**src/rtl/result_bcd_converter.sv**
```systemverilog
// Signed binary to packed BCD converter (shift-add-3) with valid/ready
// handshakes on both sides; output is held until the consumer takes it.
//
// Ports:
//   clk, rst (async, active-low)
//   in_valid / in_ready / in_data    : signed word from the result producer
//   out_valid / out_ready            : finished conversion handshake
//   out_neg, out_bcd                 : sign and packed BCD magnitude
//   busy                             : conversion running or result pending
module result_bcd_converter #(
  parameter int WIDTH  = 20,
  parameter int DIGITS = 6
) (
  input  logic                clk,
  input  logic                rst,
  input  logic                in_valid,
  output logic                in_ready,
  input  logic [WIDTH-1:0]    in_data,
  output logic                out_valid,
  input  logic                out_ready,
  output logic                out_neg,
  output logic [4*DIGITS-1:0] out_bcd,
  output logic                busy
);

  localparam int BW = 4 * DIGITS;
  localparam int CW = $clog2(WIDTH + 1);

  typedef enum logic [1:0] {
    IDLE,
    CONV,
    DONE
  } state_t;

  state_t         state;
  state_t         state_nx;
  logic           neg;
  logic [WIDTH-1:0] mag;
  logic [BW-1:0]  bcd;
  logic [BW-1:0]  adj;
  logic [BW-1:0]  bcd_sh;
  logic [CW-1:0]  cnt;
  logic           last;
  logic           accept;

  assign in_ready  = (state == IDLE);
  assign out_valid = (state == DONE);
  assign busy      = (state != IDLE);
  assign accept    = in_valid && in_ready;
  assign last      = (cnt == CW'(WIDTH - 1));

  // Add 3 to every nibble >= 5 so the following shift carries
  // correctly into the next decimal digit.
  always_comb begin
    adj = bcd;
    for (int i = 0; i < DIGITS; i++) begin
      if (bcd[4*i +: 4] >= 4'd5) begin
        adj[4*i +: 4] = bcd[4*i +: 4] + 4'd3;
      end
    end
  end

  assign bcd_sh = {adj[BW-2:0], mag[WIDTH-1]};

  always_ff @(posedge clk or negedge rst) begin
    if (!rst) begin
      state <= IDLE;
    end else begin
      state <= state_nx;
    end
  end

  always_comb begin
    state_nx = state;
    unique case (state)
      IDLE: if (accept)    state_nx = CONV;
      CONV: if (last)      state_nx = DONE;
      DONE: if (out_ready) state_nx = IDLE;
      default:             state_nx = IDLE;
    endcase
  end

  // Negating the most negative word yields 2^(WIDTH-1), which still
  // fits as an unsigned WIDTH-bit magnitude.
  always_ff @(posedge clk or negedge rst) begin
    if (!rst) begin
      neg     <= 1'b0;
      mag     <= '0;
      bcd     <= '0;
      cnt     <= '0;
      out_bcd <= '0;
      out_neg <= 1'b0;
    end else begin
      unique case (state)
        IDLE: begin
          if (accept) begin
            neg <= in_data[WIDTH-1];
            mag <= in_data[WIDTH-1] ? -in_data : in_data;
            bcd <= '0;
            cnt <= '0;
          end
        end
        CONV: begin
          bcd <= bcd_sh;
          mag <= {mag[WIDTH-2:0], 1'b0};
          cnt <= cnt + CW'(1);
          if (last) begin
            out_bcd <= bcd_sh;
            out_neg <= neg;
          end
        end
        default: ;
      endcase
    end
  end

endmodule

```
**config.mk**
```make
export PLATFORM = sky130hd
export DESIGN_NAME = result_bcd_converter
export DESIGN_NICKNAME = d
export VERILOG_FILES = /design/src/rtl/result_bcd_converter.sv
export SDC_FILE = /design/constraint.sdc
export NUM_CORES = 1
export LEC_CHECK = 0
export BUFFER_PORTS_ARGS = -buffer_cell sky130_fd_sc_hd__buf_2
export CAP_MARGIN = 0
export CORE_UTILIZATION = 58
export DETAILED_ROUTE_END_ITERATION = 16
export PLACE_DENSITY = 0.84
export SYNTH_ARGS = -nofsm -noshare
export SYNTH_HDL_FRONTEND = slang
export SYNTH_SLANG_ARGS = --single-unit
```
**constraint.sdc**
```tcl
create_clock -name clk -period 2.4 [get_ports clk]
set_clock_uncertainty 0.05 [all_clocks]
set_input_delay 0.12 -clock clk [delete_from_list [all_inputs] [get_ports clk]]
set_output_delay 0.12 -clock clk [all_outputs]
set_load 0.02 [all_outputs]
```
; ---- Yosys cells after proc, flatten, opt, wreduce, memory -nomap -nowiden
; Cells that the tools add are included.
[op_classes]
n_eq_ne = 6
n_addsub = 8
mux = 17
n_reduce_logical = 8
order_cmp = 6
[ops]
columns = operator, n
row1 = $pmux W24 S2, 1
row2 = $mux W20, 2
row3 = $pmux W20 S2, 1
row4 = $ge A4 B3 Y1 const B, 6
row5 = $mux W24, 1
row6 = $add A4 B2 Y4 const B, 5
row7 = $mux W4, 5
row8 = $neg A20 Y20, 1
row9 = $pmux W5 S2, 1
row10 = $mux W2, 3
row11 = $pmux W2 S3, 1
row12 = $reduce_and A2 Y1, 3
row13 = $add A5 B1 Y5 const B, 1
row14 = $eq A5 B5 Y1 const B, 1
row15 = $mux W5, 1
row16 = $ne A2 B1 Y1 const B, 2
row17 = $reduce_bool A2 Y1, 2
row18 = $add A3 B2 Y3 const B, 1
row19 = $mux W3, 1
row20 = $reduce_and A3 Y1, 1
row21 = $eq A2 B1 Y1 const B, 1
row22 = $eq A2 B2 Y1 const B, 1
row23 = $logic_not A2 Y1, 1
row24 = $ne A2 B2 Y1 const B, 1
row25 = $logic_and A1 B1 Y1, 1
[totals]
inputBits = 24
wordCells = 52
out_inout_bits = 28
register_bits = 77

; ---- Logic depth before layout (Yosys ltp)
[logic_depth]
word_depth = 4
mapped_depth = 8
depth_no_buf = 7

; ---- Worst setup path after synthesis
; No wires, ideal clock.
[synth_timing]
path_kind = register to register
startpoint = register state[1]
endpoint = register mag[6]
t_arrival_ps = 1669
stages_incl_launch_ff = 9
slack_ps = 547
n_path_buf = 3
required_time_ps = 2216
synth_period_minus_slack_ps = 1853
setup_ps = 134
cell_sequence = dfrtp_1 > clkbuf_1 > nor2b_1 > nor2b_1 > nor2_1 > buf_2 > clkbuf_1 > a22oi_1 > o21ai_0
[synth_via]
elab_chain_len = 4
elab_cells_between_ends = 7
classes_between = 2 x eq/ne / 1 x mux / 4 x reduce/logical
[synth_lines]
columns = item, line_no
row1 = "start, declared", 35  ; state_t state;
row2 = "start signal, assigned", 69  ; state <= state_nx;
row3 = $logic_not A2 Y1, "46, 94"
row4 = $logic_and A1 B1 Y1, 49  ; assign accept = in_valid && in_ready;
row5 = $ne A2 B1 Y1 (no source line), n/a
row6 = $reduce_and A2 Y1 (no source line), n/a
row7 = "end signal, assigned", 98  ; mag <= in_data[WIDTH-1] ? -in_data : in_data;
row8 = "end signal, assigned", 105  ; mag <= {mag[WIDTH-2:0], 1'b0};
row9 = "end, declared", 38  ; logic [WIDTH-1:0] mag;
; Parallel ways exist; a longest one is shown, timed or not.
; A chain may end at the register's enable or synchronous reset.

; ---- Worst setup path in the final report
[layout_timing]
startpoint = register bcd[8]
endpoint = register bcd[10]
[layout_via]
elab_chain_len = 3
elab_cells_between_ends = 4
classes_between = 1 x add/sub / 1 x order compare / 2 x mux
[layout_lines]
columns = item, line_no
row1 = "start, declared", 39  ; logic [BW-1:0] bcd;
row2 = "start signal, assigned", 104  ; bcd <= bcd_sh;
row3 = $add A4 B2 Y4 / $ge A4 B3 Y1 (equally long branches), "58, 57"
row4 = $mux W4 (*), 57  ; if (bcd[4*i +: 4] >= 4'd5) begin
row5 = $pmux W24 S2 (*), 94  ; unique case (state)
; Every way passes the cells marked *; elsewhere a longest branch is shown, timed or not.

==> load_flow_metrics.sql <==
INSERT INTO impl_metrics (metric_group, metric, value, unit) VALUES
('logic_synthesis', 'synth_edf_count', '0', ''),
('floorplanning', 'floorplan.io_pins', '52', ''),
('clocking', 'cts_buffers', '9', ''),
('worst_setup_path', 'cp-end-kind', 'register', ''),
('logic_synthesis', 'syn_nets', '463', ''),
('detailed_routing', 'topRoutingLayerUsed', 'met4', ''),
('logic_synthesis', 'avgSynthCellArea', '9.49', 'sq um'),
('clocking', 'worstSkewPairLatency', '0.34', 'ns'),
('logic_synthesis', 'ys_warn_count', '0', ''),
('logic_synthesis', 'synth-simple-area-share', '17.8', '%'),
('worst_setup_path', 'critical_path.startpoint_type', 'register', ''),
('clocking', 'cts-root-buf', 'sky130_fd_sc_hd__clkbuf_8', ''),
('floorplanning', 'effective_utilization_at_floorplan', '59.7', '%'),
('worst_hold_path', 'worst_hold_startpoint', 'in_data[16]', ''),
('logic_synthesis', 'yosys_most_used_dff', 'sky130_fd_sc_hd__dfrtp_1', ''),
('worst_hold_path', 'hold_end', 'mag[16]$_DFFE_PN0P_', ''),
('global_routing', 'grt_use_total', '24.2', '%'),
('finish', 'fill_cells', '539', ''),
('detailed_routing', 'postRouteAntennaNets', '0', ''),
('placed_design', 'place_congestion', '0.808', ''),
('sta', 'finalSetupTns', '0', 'ns'),
('global_routing', 'gr-total-overflow', '0', ''),
('finish', 'finalNetCount', '516', ''),
('clocking', 'numClockSinks', '77', ''),
('clocking', 'h-tree-depth', '3', ''),
('detailed_routing', 'drt_pass1_iterations', '4', ''),
('power', 'cellLeakagePower', '2.13', 'nW'),
('logic_synthesis', 'post_synth_main_area_contributors', 'sky130_fd_sc_hd__dfrtp_1, sky130_fd_sc_hd__o21ai_0, sky130_fd_sc_hd__nand2_1', ''),
('finish', 'stdcell_area', '0.00457', 'sq mm'),
('worst_setup_path', 'crit_path_max_incr_delay', '0.43', 'ns'),
('clocking', 'clock_path_buffers', '2', ''),
('status', 'run_status', 'finished clean', ''),
('floorplanning', 'die_w', '85.4', 'microns'),
('worst_setup_path', 'rr_endpoint', 'bcd[10]$_DFFE_PN0P_', ''),
('detailed_routing', 'route.layer.met1.wl', '3.69', 'mm'),
('logic_synthesis', 'share_of_the_synthesized_area_in_compound_gates_ao_oa_aoi_oai', '18.0', '%'),
('worst_setup_path', 'critical_path.reg2reg.startpoint', 'bcd[8]$_DFFE_PN0P_', ''),
('clocking', 'cts_tree', 'yes', ''),
('global_routing', 'grt_start_max_net_pins', '78', ''),
('logic_synthesis', 'synth_top_area_cell', 'sky130_fd_sc_hd__dfrtp_1', ''),
('worst_setup_path', 'r2r_cells', '6', ''),
('logic_synthesis', 'synth_fa_ha_area_share', '4.34', '%'),
('logic_synthesis', 'yosys.area_share.xor_xnor', '3.26', '%'),
('detailed_routing', 'post_drt_wl_per_cell', '14.3', 'microns'),
('clocking', 'number_of_resized_instances_in_the_post_cts_repair_step', '0', ''),
('worst_setup_path', 'worst-path-max-fanout', '5', ''),
('power', 'ir_worst_vdd', '0.487', 'mV'),
('floorplanning', 'core.rowCount', '30', ''),
('worst_setup_path', 'worst-endpoint-arrival', '2.01', 'ns'),
('global_routing', 'grt_first_pass_wirelength', '14.2', 'mm'),
('logic_synthesis', 'synthesis_stage_register_bit_count', '77', ''),
('sta', 'worst_slew_pin_slew', '0.944', 'ns'),
('logic_synthesis', 'yosysSeqAreaShare', '47.8', '%'),
('logic_synthesis', 'post_synth_mux_area_share', '5.40', '%'),
('logic_synthesis', 'netlist_instances', '425', ''),
('logic_synthesis', 'synth-async-reset-ratio', '100', '%'),
('global_routing', 'grt_antenna_before_repair', '0', ''),
('sta', 'setup_viol', '0', ''),
('logic_synthesis', 'syn_area', '0.00403', 'sq mm'),
('worst_setup_path', 'path_depth', '6', ''),
('detailed_routing', 'route.met2.wl', '3.95', 'mm'),
('placed_design', 'io_buffer_count', '51', ''),
('worst_setup_path', 'crit_path_top_delay_cell', 'sky130_fd_sc_hd__dfrtp_1', ''),
('detailed_routing', 'drt_iter0_drc', '131', ''),
('sta', 'timing_max_transition_violations_final', '0', ''),
('detailed_routing', 'detailed_routed_wire_length_on_met3', '283', 'microns'),
('logic_synthesis', 'ys_types', '40', ''),
('floorplanning', 'die_h', '85.4', 'microns'),
('logic_synthesis', 'synth_top_family_by_area', 'compound AO/OA/AOI/OAI gates', ''),
('worst_setup_path', 'path_buf_inv', '1', ''),
('worst_setup_path', 'cpLargestDelayFamily', 'flip-flops', '');
==> how the worst max path moves through the flow <==
stage | start | slack (ns) | to
global route | bcd[16]$_DFFE_PN0P_ | 0.48 | bcd[18]$_DFFE_PN0P_
CTS | bcd[8]$_DFFE_PN0P_ | 0.59 | bcd[10]$_DFFE_PN0P_
finish | bcd[8]$_DFFE_PN0P_ | 0.59 | bcd[10]$_DFFE_PN0P_
floorplan | state[1]$_DFFE_PN0P_ | 0.55 | mag[6]$_DFFE_PN0P_
global placement | in_data[13] | 0.54 | mag[18]$_DFFE_PN0P_
detailed placement | in_data[13] | 0.50 | mag[18]$_DFFE_PN0P_
==> Yosys cell counts (2+ instances only) <==
cell	count
sky130_fd_sc_hd__a21oi_1	21
sky130_fd_sc_hd__a22o_1	6
sky130_fd_sc_hd__a22oi_1	15
sky130_fd_sc_hd__and3_1	2
sky130_fd_sc_hd__buf_1	5
sky130_fd_sc_hd__clkbuf_1	14
sky130_fd_sc_hd__dfrtp_1	77
sky130_fd_sc_hd__ha_1	14
sky130_fd_sc_hd__inv_1	16
sky130_fd_sc_hd__mux2_2	14
sky130_fd_sc_hd__mux2i_1	6
sky130_fd_sc_hd__nand2_1	62
sky130_fd_sc_hd__nand2b_1	12
sky130_fd_sc_hd__nand3_1	8
sky130_fd_sc_hd__nand4_1	2
sky130_fd_sc_hd__nor2_1	10
sky130_fd_sc_hd__nor2b_1	12
sky130_fd_sc_hd__nor3_1	12
sky130_fd_sc_hd__nor3b_1	12
sky130_fd_sc_hd__o211ai_1	7
sky130_fd_sc_hd__o21ai_0	62
sky130_fd_sc_hd__o21ai_1	2
sky130_fd_sc_hd__o31ai_1	2
sky130_fd_sc_hd__or3_1	3
sky130_fd_sc_hd__xnor2_1	7
sky130_fd_sc_hd__xor2_1	8
==> logic make-up after synthesis <==
logic type,Yosys count
adder cells (fa/ha/maj),14
buffers and inverters,36
AO/OA/AOI/OAI,121
flip-flops,77
AND/OR/NAND/NOR,142
multiplexers,20
XOR/XNOR,15
==> cell type report <==
cell class / instances / area [sq um] / share of cell area [%]
clock buffer: 11 / 141 / 3.09
tap: 80 / 100 / 2.19
multi-input combinational: 312 / 1970 / 43.2
inverter: 16 / 60.1 / 1.31
sequential: 77 / 1930 / 42.1
timing repair buffer: 62 / 345 / 7.55
clock inverter: 4 / 25.0 / 0.547
==> layout by cell type, fill, tap and decap left out, types with 11 or more instances in the layout <==
master and count:
sky130_fd_sc_hd__nor3_1 12, sky130_fd_sc_hd__o21ai_0 62, sky130_fd_sc_hd__nor2b_1 11, sky130_fd_sc_hd__a22oi_1 15, sky130_fd_sc_hd__nand2b_1 12, sky130_fd_sc_hd__buf_2 50, sky130_fd_sc_hd__nand2_1 62, sky130_fd_sc_hd__a21oi_1 21
sky130_fd_sc_hd__dfrtp_1 77, sky130_fd_sc_hd__inv_1 16, sky130_fd_sc_hd__nor3b_1 12, sky130_fd_sc_hd__mux2_2 14, sky130_fd_sc_hd__ha_1 14
==> timing repair <==
item	CTS	global route
hold endpoints to repair	78	0
setup buffers	0	0
hold buffers	2	0
==> worst reg2reg max path: cells and delay by family, from the launching register on <==
family / cells / cell delay [ns]
simple gates: 1 / 0.10
buf+inv: 1 / 0.08
mux: 1 / 0.39
flops: 1 / 0.43
compound gates: 2 / 0.41
fa+ha+maj: 1 / 0.26
==> flip-flops by register name, indices dropped and copies added (netlist names) <==
signal,cells
cnt,5
out_bcd,24
neg,1
state,2
mag,20
bcd,24
out_neg,1
==> metrics by stage <==
step	instances	utilization (%)	setup slack (ns)	hold WS, ns	power (mW)
after floorplan	425	-	0.547	-0.226	4.02
after global placement	545	64.9	0.544	0.274	4.62
after detailed placement	545	64.9	0.498	0.266	4.77
after CTS	562	67.7	0.586	0.0438	5.62
after global routing	562	67.7	0.476	0.0570	6.06
final	562	67.7	0.594	0.0462	5.59
==> where the power goes <==
part	total [mW]	switching, mW	internal, mW
Combinational	2.45	1.42	1.04
Clock	0.849	0.454	0.395
Sequential	2.28	0.431	1.85
==> per-layer routing <==
| layer | track usage (%) | vias to the layer above |
|---|---|---|
| met1 | 32.1 | 1580 |
| li1 | - | 1607 |
| met2 | 40.6 | 65 |
| met4 | 7.27 | 0 |
| met3 | 4.57 | 10 |
| met5 | 0 | - |
Note: power is estimated with default switching activity, not from simulation.
